==> config.mk <==
export PLATFORM = sky130hd
export DESIGN_NAME = serial_add_ctrl_flat
export DESIGN_NICKNAME = d
export VERILOG_FILES = /design/src/rtl/serial_add_ctrl_if.sv /design/src/rtl/serial_add_ctrl.sv /design/src/flat_wrapper.sv
export SDC_FILE = /design/constraint.sdc
export NUM_CORES = 1
export LEC_CHECK = 0
export BUFFER_PORTS_ARGS = -buffer_cell sky130_fd_sc_hd__buf_2
export CAP_MARGIN = 10
export CORE_MARGIN = 5
export CORE_UTILIZATION = 58
export CTS_BUF_LIST = sky130_fd_sc_hd__clkbuf_2
export DETAILED_ROUTE_END_ITERATION = 12
export HOLD_SLACK_MARGIN = 0.06
export PLACE_DENSITY_LB_ADDON = 0.08
export SYNTH_ARGS = -nofsm -noshare
export SYNTH_HDL_FRONTEND = slang
export SYNTH_SLANG_ARGS = --single-unit
==> constraint.sdc <==
create_clock -name i_clk -period 2.7 [get_ports i_clk]
set_clock_uncertainty 0.05 [all_clocks]
set_input_delay 0.54 -clock i_clk [delete_from_list [all_inputs] [get_ports i_clk]]
set_output_delay 0.54 -clock i_clk [all_outputs]
set_load 0.02 [all_outputs]
==> src/rtl/serial_add_ctrl_if.sv <==
// Start/busy/done handshake and operand/result bus for serial_add_ctrl.
// o_overflow exists only when SERIAL_ADD_OVF_EN is defined.
interface serial_add_ctrl_if #(
  parameter int WIDTH = 8
);
  logic             i_start;
  logic [WIDTH-1:0] i_a;
  logic [WIDTH-1:0] i_b;
  logic             i_cin;
  logic             o_busy;
  logic             o_done;
  logic [WIDTH-1:0] o_sum;
  logic             o_carry;
`ifdef SERIAL_ADD_OVF_EN
  logic             o_overflow;

  modport master (
    output i_start, i_a, i_b, i_cin,
    input  o_busy, o_done, o_sum, o_carry, o_overflow
  );

  modport slave (
    input  i_start, i_a, i_b, i_cin,
    output o_busy, o_done, o_sum, o_carry, o_overflow
  );
`else
  modport master (
    output i_start, i_a, i_b, i_cin,
    input  o_busy, o_done, o_sum, o_carry
  );

  modport slave (
    input  i_start, i_a, i_b, i_cin,
    output o_busy, o_done, o_sum, o_carry
  );
`endif
endinterface

==> src/rtl/serial_add_ctrl.sv <==
// Bit-serial adder: one full-adder cell reused LSB first over WIDTH cycles.
// Optional signed-overflow output enabled by SERIAL_ADD_OVF_EN.

module full_adder (
  input  logic a_i,
  input  logic b_i,
  input  logic c_i,
  output logic s_o,
  output logic c_o
);
  assign s_o = a_i ^ b_i ^ c_i;
  assign c_o = (a_i & b_i) | (a_i & c_i) | (b_i & c_i);
endmodule

// state | meaning
// IDLE  | waiting for i_start; result registers hold last answer
// RUN   | one bit per cycle through the adder cell, WIDTH cycles
// DONE  | single-cycle o_done pulse, result valid
module serial_add_ctrl #(
  parameter int WIDTH = 8
) (
  input  logic              i_clk,
  input  logic              i_reset,
  serial_add_ctrl_if.slave  bus
);
  localparam int CW = (WIDTH > 2) ? $clog2(WIDTH) : 1;
  localparam logic [CW-1:0] LAST = CW'(WIDTH - 1);

  typedef enum logic [1:0] {
    IDLE = 2'd0,
    RUN  = 2'd1,
    DONE = 2'd2
  } state_t;

  state_t           state_q, state_d;
  logic [WIDTH-1:0] sa_q, sa_d;
  logic [WIDTH-1:0] sb_q, sb_d;
  logic [WIDTH-1:0] res_q, res_d;
  logic             c_q, c_d;
  logic [CW-1:0]    cnt_q, cnt_d;
  logic             fa_s, fa_c;
`ifdef SERIAL_ADD_OVF_EN
  logic             ovf_q, ovf_d;
`endif

  full_adder u_fa (
    .a_i (sa_q[0]),
    .b_i (sb_q[0]),
    .c_i (c_q),
    .s_o (fa_s),
    .c_o (fa_c)
  );

  always_comb begin
    state_d = state_q;
    sa_d    = sa_q;
    sb_d    = sb_q;
    res_d   = res_q;
    c_d     = c_q;
    cnt_d   = cnt_q;
`ifdef SERIAL_ADD_OVF_EN
    ovf_d   = ovf_q;
`endif
    case (state_q)
      IDLE: begin
        if (bus.i_start) begin
          state_d = RUN;
          sa_d    = bus.i_a;
          sb_d    = bus.i_b;
          c_d     = bus.i_cin;
          cnt_d   = '0;
        end
      end
      RUN: begin
        sa_d  = sa_q >> 1;
        sb_d  = sb_q >> 1;
        res_d = {fa_s, res_q[WIDTH-1:1]};
        c_d   = fa_c;
        cnt_d = cnt_q + CW'(1);
        if (cnt_q == LAST) begin
          state_d = DONE;
`ifdef SERIAL_ADD_OVF_EN
          // c_q is still the carry into the MSB on this edge
          ovf_d = c_q ^ fa_c;
`endif
        end
      end
      DONE: state_d = IDLE;
      default: state_d = IDLE;
    endcase
  end

  always_ff @(posedge i_clk) begin
    if (i_reset) begin
      state_q <= IDLE;
      sa_q    <= '0;
      sb_q    <= '0;
      res_q   <= '0;
      c_q     <= 1'b0;
      cnt_q   <= '0;
`ifdef SERIAL_ADD_OVF_EN
      ovf_q   <= 1'b0;
`endif
    end else begin
      state_q <= state_d;
      sa_q    <= sa_d;
      sb_q    <= sb_d;
      res_q   <= res_d;
      c_q     <= c_d;
      cnt_q   <= cnt_d;
`ifdef SERIAL_ADD_OVF_EN
      ovf_q   <= ovf_d;
`endif
    end
  end

  assign bus.o_busy    = (state_q == RUN);
  assign bus.o_done    = (state_q == DONE);
  assign bus.o_sum     = res_q;
  assign bus.o_carry   = c_q;
`ifdef SERIAL_ADD_OVF_EN
  assign bus.o_overflow = ovf_q;
`endif
endmodule

==> src/flat_wrapper.sv <==
// flat-port wrapper written by rule: the top's interface ports become plain ports
module serial_add_ctrl_flat 
#(
  parameter int WIDTH = 8
)
  (i_clk, i_reset, bus_i_start, bus_i_a, bus_i_b, bus_i_cin, bus_o_busy, bus_o_done, bus_o_sum, bus_o_carry);
  serial_add_ctrl_if #(.WIDTH(WIDTH)) bus_i ();
  input  logic i_clk;
  input  logic i_reset;
  input wire logic [$bits(bus_i.i_start)-1:0] bus_i_start;
  input wire logic [$bits(bus_i.i_a)-1:0] bus_i_a;
  input wire logic [$bits(bus_i.i_b)-1:0] bus_i_b;
  input wire logic [$bits(bus_i.i_cin)-1:0] bus_i_cin;
  output wire logic [$bits(bus_i.o_busy)-1:0] bus_o_busy;
  output wire logic [$bits(bus_i.o_done)-1:0] bus_o_done;
  output wire logic [$bits(bus_i.o_sum)-1:0] bus_o_sum;
  output wire logic [$bits(bus_i.o_carry)-1:0] bus_o_carry;
  assign bus_i.i_start = bus_i_start;
  assign bus_i.i_a = bus_i_a;
  assign bus_i.i_b = bus_i_b;
  assign bus_i.i_cin = bus_i_cin;
  assign bus_o_busy = bus_i.o_busy;
  assign bus_o_done = bus_i.o_done;
  assign bus_o_sum = bus_i.o_sum;
  assign bus_o_carry = bus_i.o_carry;
  serial_add_ctrl #(.WIDTH(WIDTH)) u_core (.i_clk(i_clk), .i_reset(i_reset), .bus(bus_i));
endmodule
==> results of run 1 <==
-- final cells by class --
class	count	area share, %
sequential	30	42.4
clock buffer	5	1.77
tap	28	2.47
inverter	1	0.265
timing repair buffer	31	11.1
multi-input combinational	91	41.7
clock inverter	1	0.265
-- state kept, by name, indices dropped and copies added (netlist names) --
register and count:
u_core.bus.o_sum 8, u_core.sa_q 8, u_core.sb_q 8, u_core.cnt_q 3, u_core.state_q 2, u_core.bus.o_carry 1
-- kinds of logic (layout without fill, tap and decap cells) --
| family | after synthesis | in the layout | share of synthesized area [%] |
|---|---|---|---|
| AO/OA/AOI/OAI | 33 | 33 | 17.3 |
| adder cells (fa/ha/maj) | 3 | 3 | 3.53 |
| buffers and inverters | 11 | 38 | 6.48 |
| flip-flops | 30 | 30 | 47.1 |
| multiplexers | 15 | 15 | 11.8 |
| AND/OR/NAND/NOR | 40 | 40 | 13.8 |
-- critical path: cells and delay by family (launching register included) --
family / cells / cell delay [ps]
and+or+nand+nor: 1 / 340
buffers and inverters: 2 / 370
DFF: 1 / 430
-- layer usage --
layer | global-route usage (%) | up-vias | wire [µm]
met5 | 0 | - | 0
met4 | 6.29 | 0 | 35
met1 | 16.1 | 450 | 1040
met2 | 25.1 | 21 | 1100
met3 | 7.59 | 6 | 151
li1 | - | 523 | -
-- layout by cell type, fill, tap and decap left out --
cell | synthesis | routed
or4bb_1 | 2 | 2
fa_1 | 1 | 1
ha_1 | 2 | 2
nand2b_1 | 1 | 1
o21ai_0 | 2 | 2
clkinv_1 | 0 | 1
nor2_1 | 19 | 19
buf_4 | 2 | 1
mux2i_1 | 15 | 15
o21ba_2 | 1 | 1
o21bai_1 | 1 | 1
inv_2 | 1 | 1
buf_2 | 2 | 30
and2b_2 | 1 | 1
dfxtp_1 | 30 | 30
nor3b_1 | 1 | 1
clkbuf_2 | 0 | 5
nand2_1 | 16 | 16
a22oi_1 | 2 | 2
a211oi_1 | 17 | 17
a21oi_1 | 10 | 10
-- power breakdown --
group / internal, mW / switching (mW)
logic: 0.0482 / 0.0619
clock network: 0.0514 / 0.133
registers: 0.469 / 0.0156
-- final timing paths --
path	startpoint	to	slack, ps
max	u_core.state_q[1]	bus_o_busy	640
min	u_core.bus.o_sum[0]	u_core.bus.o_sum[0]	420
max reg2reg	u_core.state_q[0]	u_core.sa_q[6]	980
min reg2reg	u_core.bus.o_sum[0]	u_core.bus.o_sum[0]	420
==> results.md, run 1 <==
- Post-synth EDFFs: 0
- Slew Limit Fails: 0
- Async SR Flop Fraction: 0%
- Number of placed I/O pins: 31
- Worst EP required: 2110 ps
- Worst slack, placed: 994 ps
- Yosys top cell area share: between 40% and 50%
- Top-count cell post-synth: dfxtp_1
- Final Util: 66.0%
- Postcts setup bufs: 0
- RSZ-0062 raised after global routing: false
- Crit path max fanout: 12
- Final cycle utilization of the critical path: between 70% and 80%
- Seq cells post-synth: 30
- Synth warn: 0
- Area leader, netlist: dfxtp_1
- Maximum VDD drop: 0.434 mV
- Clock period minus worst slack: 2060 ps
- DR pass1 iterations: 4
- Initial Util: 59.3%
- Power Density: 550 nW/µm²
- Final setup fails: 0
- Unique cell type count in the Yosys netlist: 22
- GRT overflow: 0
- CORE AREA: 2150 µm²
- Leakage dissipation: 0.622 nW
- Slowest-stage cell, CP: dfxtp_1
- Synth Instances: between 100 and 150
- Worst path max stage delay: between 400 and 500 ps
- Total CTS buffers: 5
- Final Non-Filler Cells: 187
- DP Cell Count: 181
- Setup TNS after final layout: 0 ps
- Max transition margin: 59.8%
- Row cnt: 17
- Critical-path cell list: nand2b_1, inv_2, buf_2
- Hold Path Stages: 2
- Post-DP HPWL: 1.62 mm
- Fmax: 485 MHz
- CTS clk-pin slew, worst paths: between 100 and 150 ps
- Crit start category: flop
- Hold buffers post-CTS: 0
- Clock Path Buffers: 2
- Clk root buf: clkbuf_2
- Total wire length: approximately 2.3 mm
- Max Cap Viol: 0
- Synth cell count leaders: dfxtp_1, nor2_1, a211oi_1
- Outcome: finished, final reports clean
- Initial antenna violation count: 0
- Worst slew pin tran: 602 ps
- Final hold viol count: 0
- Clock sink count: 30
- Mapped Nets: between 150 and 200
- Mean Syn Cell Area: slightly below 10 µm²
- Full die area: roughly 3200 µm²
- Die width: 56.9 µm
- H-tree levels: 2
- Filler Cells Inserted: between 150 and 200
- First-pass GRT wire length: 3.78 mm
- Worst hold margin: 423 ps
- Vias in the first global route: 878
- Vias/cell: 5.35
- WS Path Type: reg2out
- Largest net degree at the start of global routing: 32
- WL/cell: 12.4 µm
- Register area share after synthesis: around 47%
- Port bufs: 30
- Top_reg_cell synth: dfxtp_1
- Register area: ~600 µm²
- Area Growth Syn to Fin: 11.2%
- GRT Total Usage: between 10% and 20%
- # DRC: 0
- Worst skew pair latency: about 340 ps
- WP data arrival: around 1500 ps
- DR iter-0 viols: 12
- DRT antenna net count: 0
- # diodes: 0
- Post-cts resize count: 0
- Mapped Area: 1270 µm²
- Final instance area: around 1400 µm²
- Ratio of cells with drive above 1 in the final layout: 24.5%
- Area of the multi-input gates: 592 µm²
- Die height: 56.9 µm
- Total power: 0.779 mW
- CTS tree: yes
- Placed cell areas: 1390 µm²
- Hold Path Class: reg2reg
- Worst Setup End Kind: output port
- R2R depth: 4
- Nets: 183
- Slack of the critical path: 637 ps
- DR vias: 1000
- Gpl congestion: 0.675
- Largest cells by area after synthesis: dfxtp_1, mux2i_1, a211oi_1, nor2_1, nand2_1
No activity file was read; power rests on OpenSTA's default activity.
==> run 2, diff against run 1 <==
--- a/config.mk
+++ b/config.mk
@@ -5,10 +5,11 @@
 export SDC_FILE = /design/constraint.sdc
 export NUM_CORES = 1
 export LEC_CHECK = 0
+export ABC_AREA = 1
 export BUFFER_PORTS_ARGS = -buffer_cell sky130_fd_sc_hd__buf_2
 export CAP_MARGIN = 10
 export CORE_MARGIN = 5
-export CORE_UTILIZATION = 58
+export CORE_UTILIZATION = 50
 export CTS_BUF_LIST = sky130_fd_sc_hd__clkbuf_2
 export DETAILED_ROUTE_END_ITERATION = 12
 export HOLD_SLACK_MARGIN = 0.06
==> constraint.sdc (replaced) <==
create_clock -name i_clk -period 1.8 [get_ports i_clk]
set_clock_uncertainty 0.05 [all_clocks]
set_input_delay 0.36 -clock i_clk [delete_from_list [all_inputs] [get_ports i_clk]]
set_output_delay 0.36 -clock i_clk [all_outputs]
set_load 0.02 [all_outputs]
==> run 2 against run 1 <==
  * Final area up 13%
  * Sequential share of layout area fell by 4.7 points
  * Register-to-register slack worse by 540 ps
  * Critical path type unchanged
  * Critical endpoint unchanged
  * Non-clock buffer count grew 4
  * Combinational power is 150% higher
  * Largest power group unchanged
==> results.md, run 2 <==
- Hold_sp: i_reset
- WL/cell: 9.35 µm (-25%)
- Seq cells post-synth: 30 (unchanged)
- DR vias: 1252 (+25%)
- Total wire length: 2.65 mm (+14%)
- Row cnt: 19 (+2)
- Leakage dissipation: 0.862 nW (+38%)
- Max Cap Viol: 0 (unchanged)
- Synth warn: 0 (unchanged)
- Switching Fraction: 31.7% (+4.7 points)
- Crit path depth: 4 (+1)
- Nets: 275 (+50%)
- Synth Area in XOR/XNOR: 0% (unchanged)
- Mapped Nets: 243 (+57%)
- DR iter-0 viols: 84 (+72)
- Area Growth Syn to Fin: 15.0%
- WS Path Type: reg2out
- Final cycle utilization of the critical path: 88.4%
- Crit path max fanout: 11 (-1)
- Port bufs: 30 (unchanged)
- Worst EP required: 1390 ps (-720 ps)
- Final Non-Filler Cells: 283 (+51%)
- Clock sink count: 30 (unchanged)
- Power Density: 830 nW/µm² (+51%)
- Initial antenna violation count: 0 (unchanged)
- Register area share after synthesis: 43.2% (-3.9 points)
- Vias/cell: 4.42 (-17%)
- R2R depth: 6 (+2)
- CORE AREA: 2710 µm² (+26%)
- Vias in the first global route: 1069 (+22%)
- CP startpoint: u_core.state_q[1]
- # diodes: 0 (unchanged)
- Worst path max stage delay: 380 ps (-50 ps)
- Pint: 0.905 mW (+59%)
- Total CTS buffers: 5 (unchanged)
- Synth cell count leaders: nand2_1, nor2_1, dfxtp_1
- RSZ-0062 raised after global routing: false
- Critical-path cell list: inv_2, nand2_2, inv_1, buf_2
- Most common cell after layout, fill and taps aside: nand2_1
- Hold buffers post-CTS: 0 (unchanged)
- Largest net degree at the start of global routing: 32 (unchanged)
- Final setup fails: 0 (unchanged)
- Post-Synth Adder-Cell Area: 3.24% (-0.29 points)
- Top_reg_cell synth: dfxtp_1
- Area leader, netlist: dfxtp_1
- DR pass1 iterations: 4 (unchanged)
- Die height: 62.7 µm (+10%)
- DRT antenna net count: 0 (unchanged)
- Async SR Flop Fraction: 0% (unchanged)
- Part of the power in combinational logic: 20.6% (+6.5 points)
- Slew Limit Fails: 0 (unchanged)
- Mapped Area: 1390 µm² (+8.9%)
- Reg-to-Reg Start: u_core.state_q[1]
- Clock share of power: 23.3% (-0.3 points)
- H-tree levels: 2 (unchanged)
- Gpl congestion: 0.753 (+12%)
- Synth Area in Compound Gates: 5.41% (-12 points)
- Hold Path Stages: 2 (unchanged)
- Mean Syn Cell Area: 6.31 µm² (-35%)
- Clk root buf: clkbuf_2
- First-pass GRT wire length: 4.57 mm (+21%)
- GRT overflow: 0 (unchanged)
- GRT Total Usage: 14.2% (-0.93 points)
- CTS clk-pin slew, worst paths: 150 ps (+30 ps)
- Unique cell type count in the Yosys netlist: 16 (-27%)
- Clock period minus worst slack: 1590 ps
- Worst slew pin tran: 485 ps (-118 ps)
- Worst skew pair latency: 370 ps (+30 ps)
- Sequential share of power: 56.1% (-6.1 points)
- Filler Cells Inserted: 291 (+56%)
- CP delay by family, top: flip-flops
- Fmax: between 600 and 700 MHz
- Postcts setup bufs: 0 (unchanged)
- Fraction of synthesized area in multiplexers: 0% (-12 points)
- Sw power: 0.420 mW (+100%)
- Post-synth EDFFs: 0 (unchanged)
- Slowest-stage cell, CP: dfxtp_1
- Register area: 601 µm² (unchanged)
- Total power: 1.33 mW (+70%)
- Post-DP HPWL: 1.82 mm (+13%)
- Yosys top cell area share: 43.2% (-3.9 points)
- Post-Synth Simple-Gate Area: 38.0% (+24 points)
- Ratio of cells with drive above 1 in the final layout: 17.5% (-7.1 points)
- Final hold viol count: 0 (unchanged)
- Largest cells by area after synthesis: dfxtp_1, nand2_1, nor2_1, inv_1, o21ai_0
- Main combinational cell family by area after synthesis: simple AND/OR/NAND/NOR gates
- Initial Util: 51.2% (-8.1 points)
- DP Cell Count: 276 (+52%)
- Die width: 62.7 µm (+10%)
- Clock Path Buffers: 2 (unchanged)
- Most frequent cells in the layout: nand2_1, nor2_1, buf_2, dfxtp_1, inv_1
- Worst Setup End Kind: output port
- Number of placed I/O pins: 31 (unchanged)
- CTS tree: yes
- Setup TNS after final layout: 0 ps (unchanged)
- Crit start category: flop
- Top-count cell post-synth: nand2_1
- # DRC: 0 (unchanged)
- Hold Path Class: in2reg
- WP data arrival: 1180 ps (-290 ps)
- Worst Path Buf+Inv: 3 (+1)
- Outcome: finished, final reports clean
- Synth Instances: 220 (+67%)
- Post-cts resize count: 0 (unchanged)
- Area of the multi-input gates: 648 µm² (+9.5%)
- Maximum VDD drop: 0.574 mV (+32%)
- Max transition margin: 67.6% (+7.8 points)
- Full die area: 3930 µm² (+22%)
## run 2: cell types whose count changed in the layout (fill, tap and decap cells not counted), sizes merged, moves of 5 or more
cell	previous run	this run
nand2	16	71
nor2	19	65
inv	1	23
a211oi	17	0
mux2i	15	0
o21ai	2	10
a21oi	10	5
## run 2: cell families after synthesis
logic type / after synthesis
and+or+nand+nor: 139
buffers and inverters: 33
DFF: 30
AOI/OAI and AO/OA: 15
adders and majority gates: 3
## run 2: layout make-up
class	instances	area share, %
flip-flops and latches	30	37.6
repair buffers	35	11.8
multi-input cells	157	40.6
clock buffers	5	1.57
well taps	31	2.43
clock inverters	2	0.627
inverters	23	5.41
## run 2: power groups by stage
stage          combinational [mW]  clock [mW]  sequential [mW]
2_1_floorplan               0.182           0            0.777
3_3_place_gp                0.274           0            0.758
3_5_place_dp                0.276           0            0.759
4_1_cts                     0.278       0.319            0.744
5_1_grt                     0.319       0.352            0.752
6_report                    0.273       0.309            0.743
## run 2: routing by layer
layer	global-route usage (%)	part of all wire [%]
met4	7.16	1.3
met1	18.1	50
met5	0	0
met2	21.1	44
met3	4.86	5.4
## run 2: final timing paths
| path | to | slack (ps) |
|---|---|---|
| hold reg to reg | u_core.cnt_q[1] | 430 |
| setup / recovery | bus_o_busy | 210 |
| setup reg to reg | u_core.sb_q[6] | 440 |
| hold / removal | u_core.state_q[1] | 200 |
## run 2: metrics by stage
| stage | hold slack (ps) | utilization, % | cell area [µm²] | setup slack [ps] |
|---|---|---|---|---|
| after detailed placement | 411 | 57.6 | 1560 | 442 |
| after global placement | 406 | 57.6 | 1560 | 461 |
| after CTS | 193 | 58.9 | 1600 | 190 |
| after global routing | 195 | 58.9 | 1600 | 107 |
| final | 201 | 58.9 | 1600 | 209 |
| after floorplan | 379 | - | 1390 | 550 |
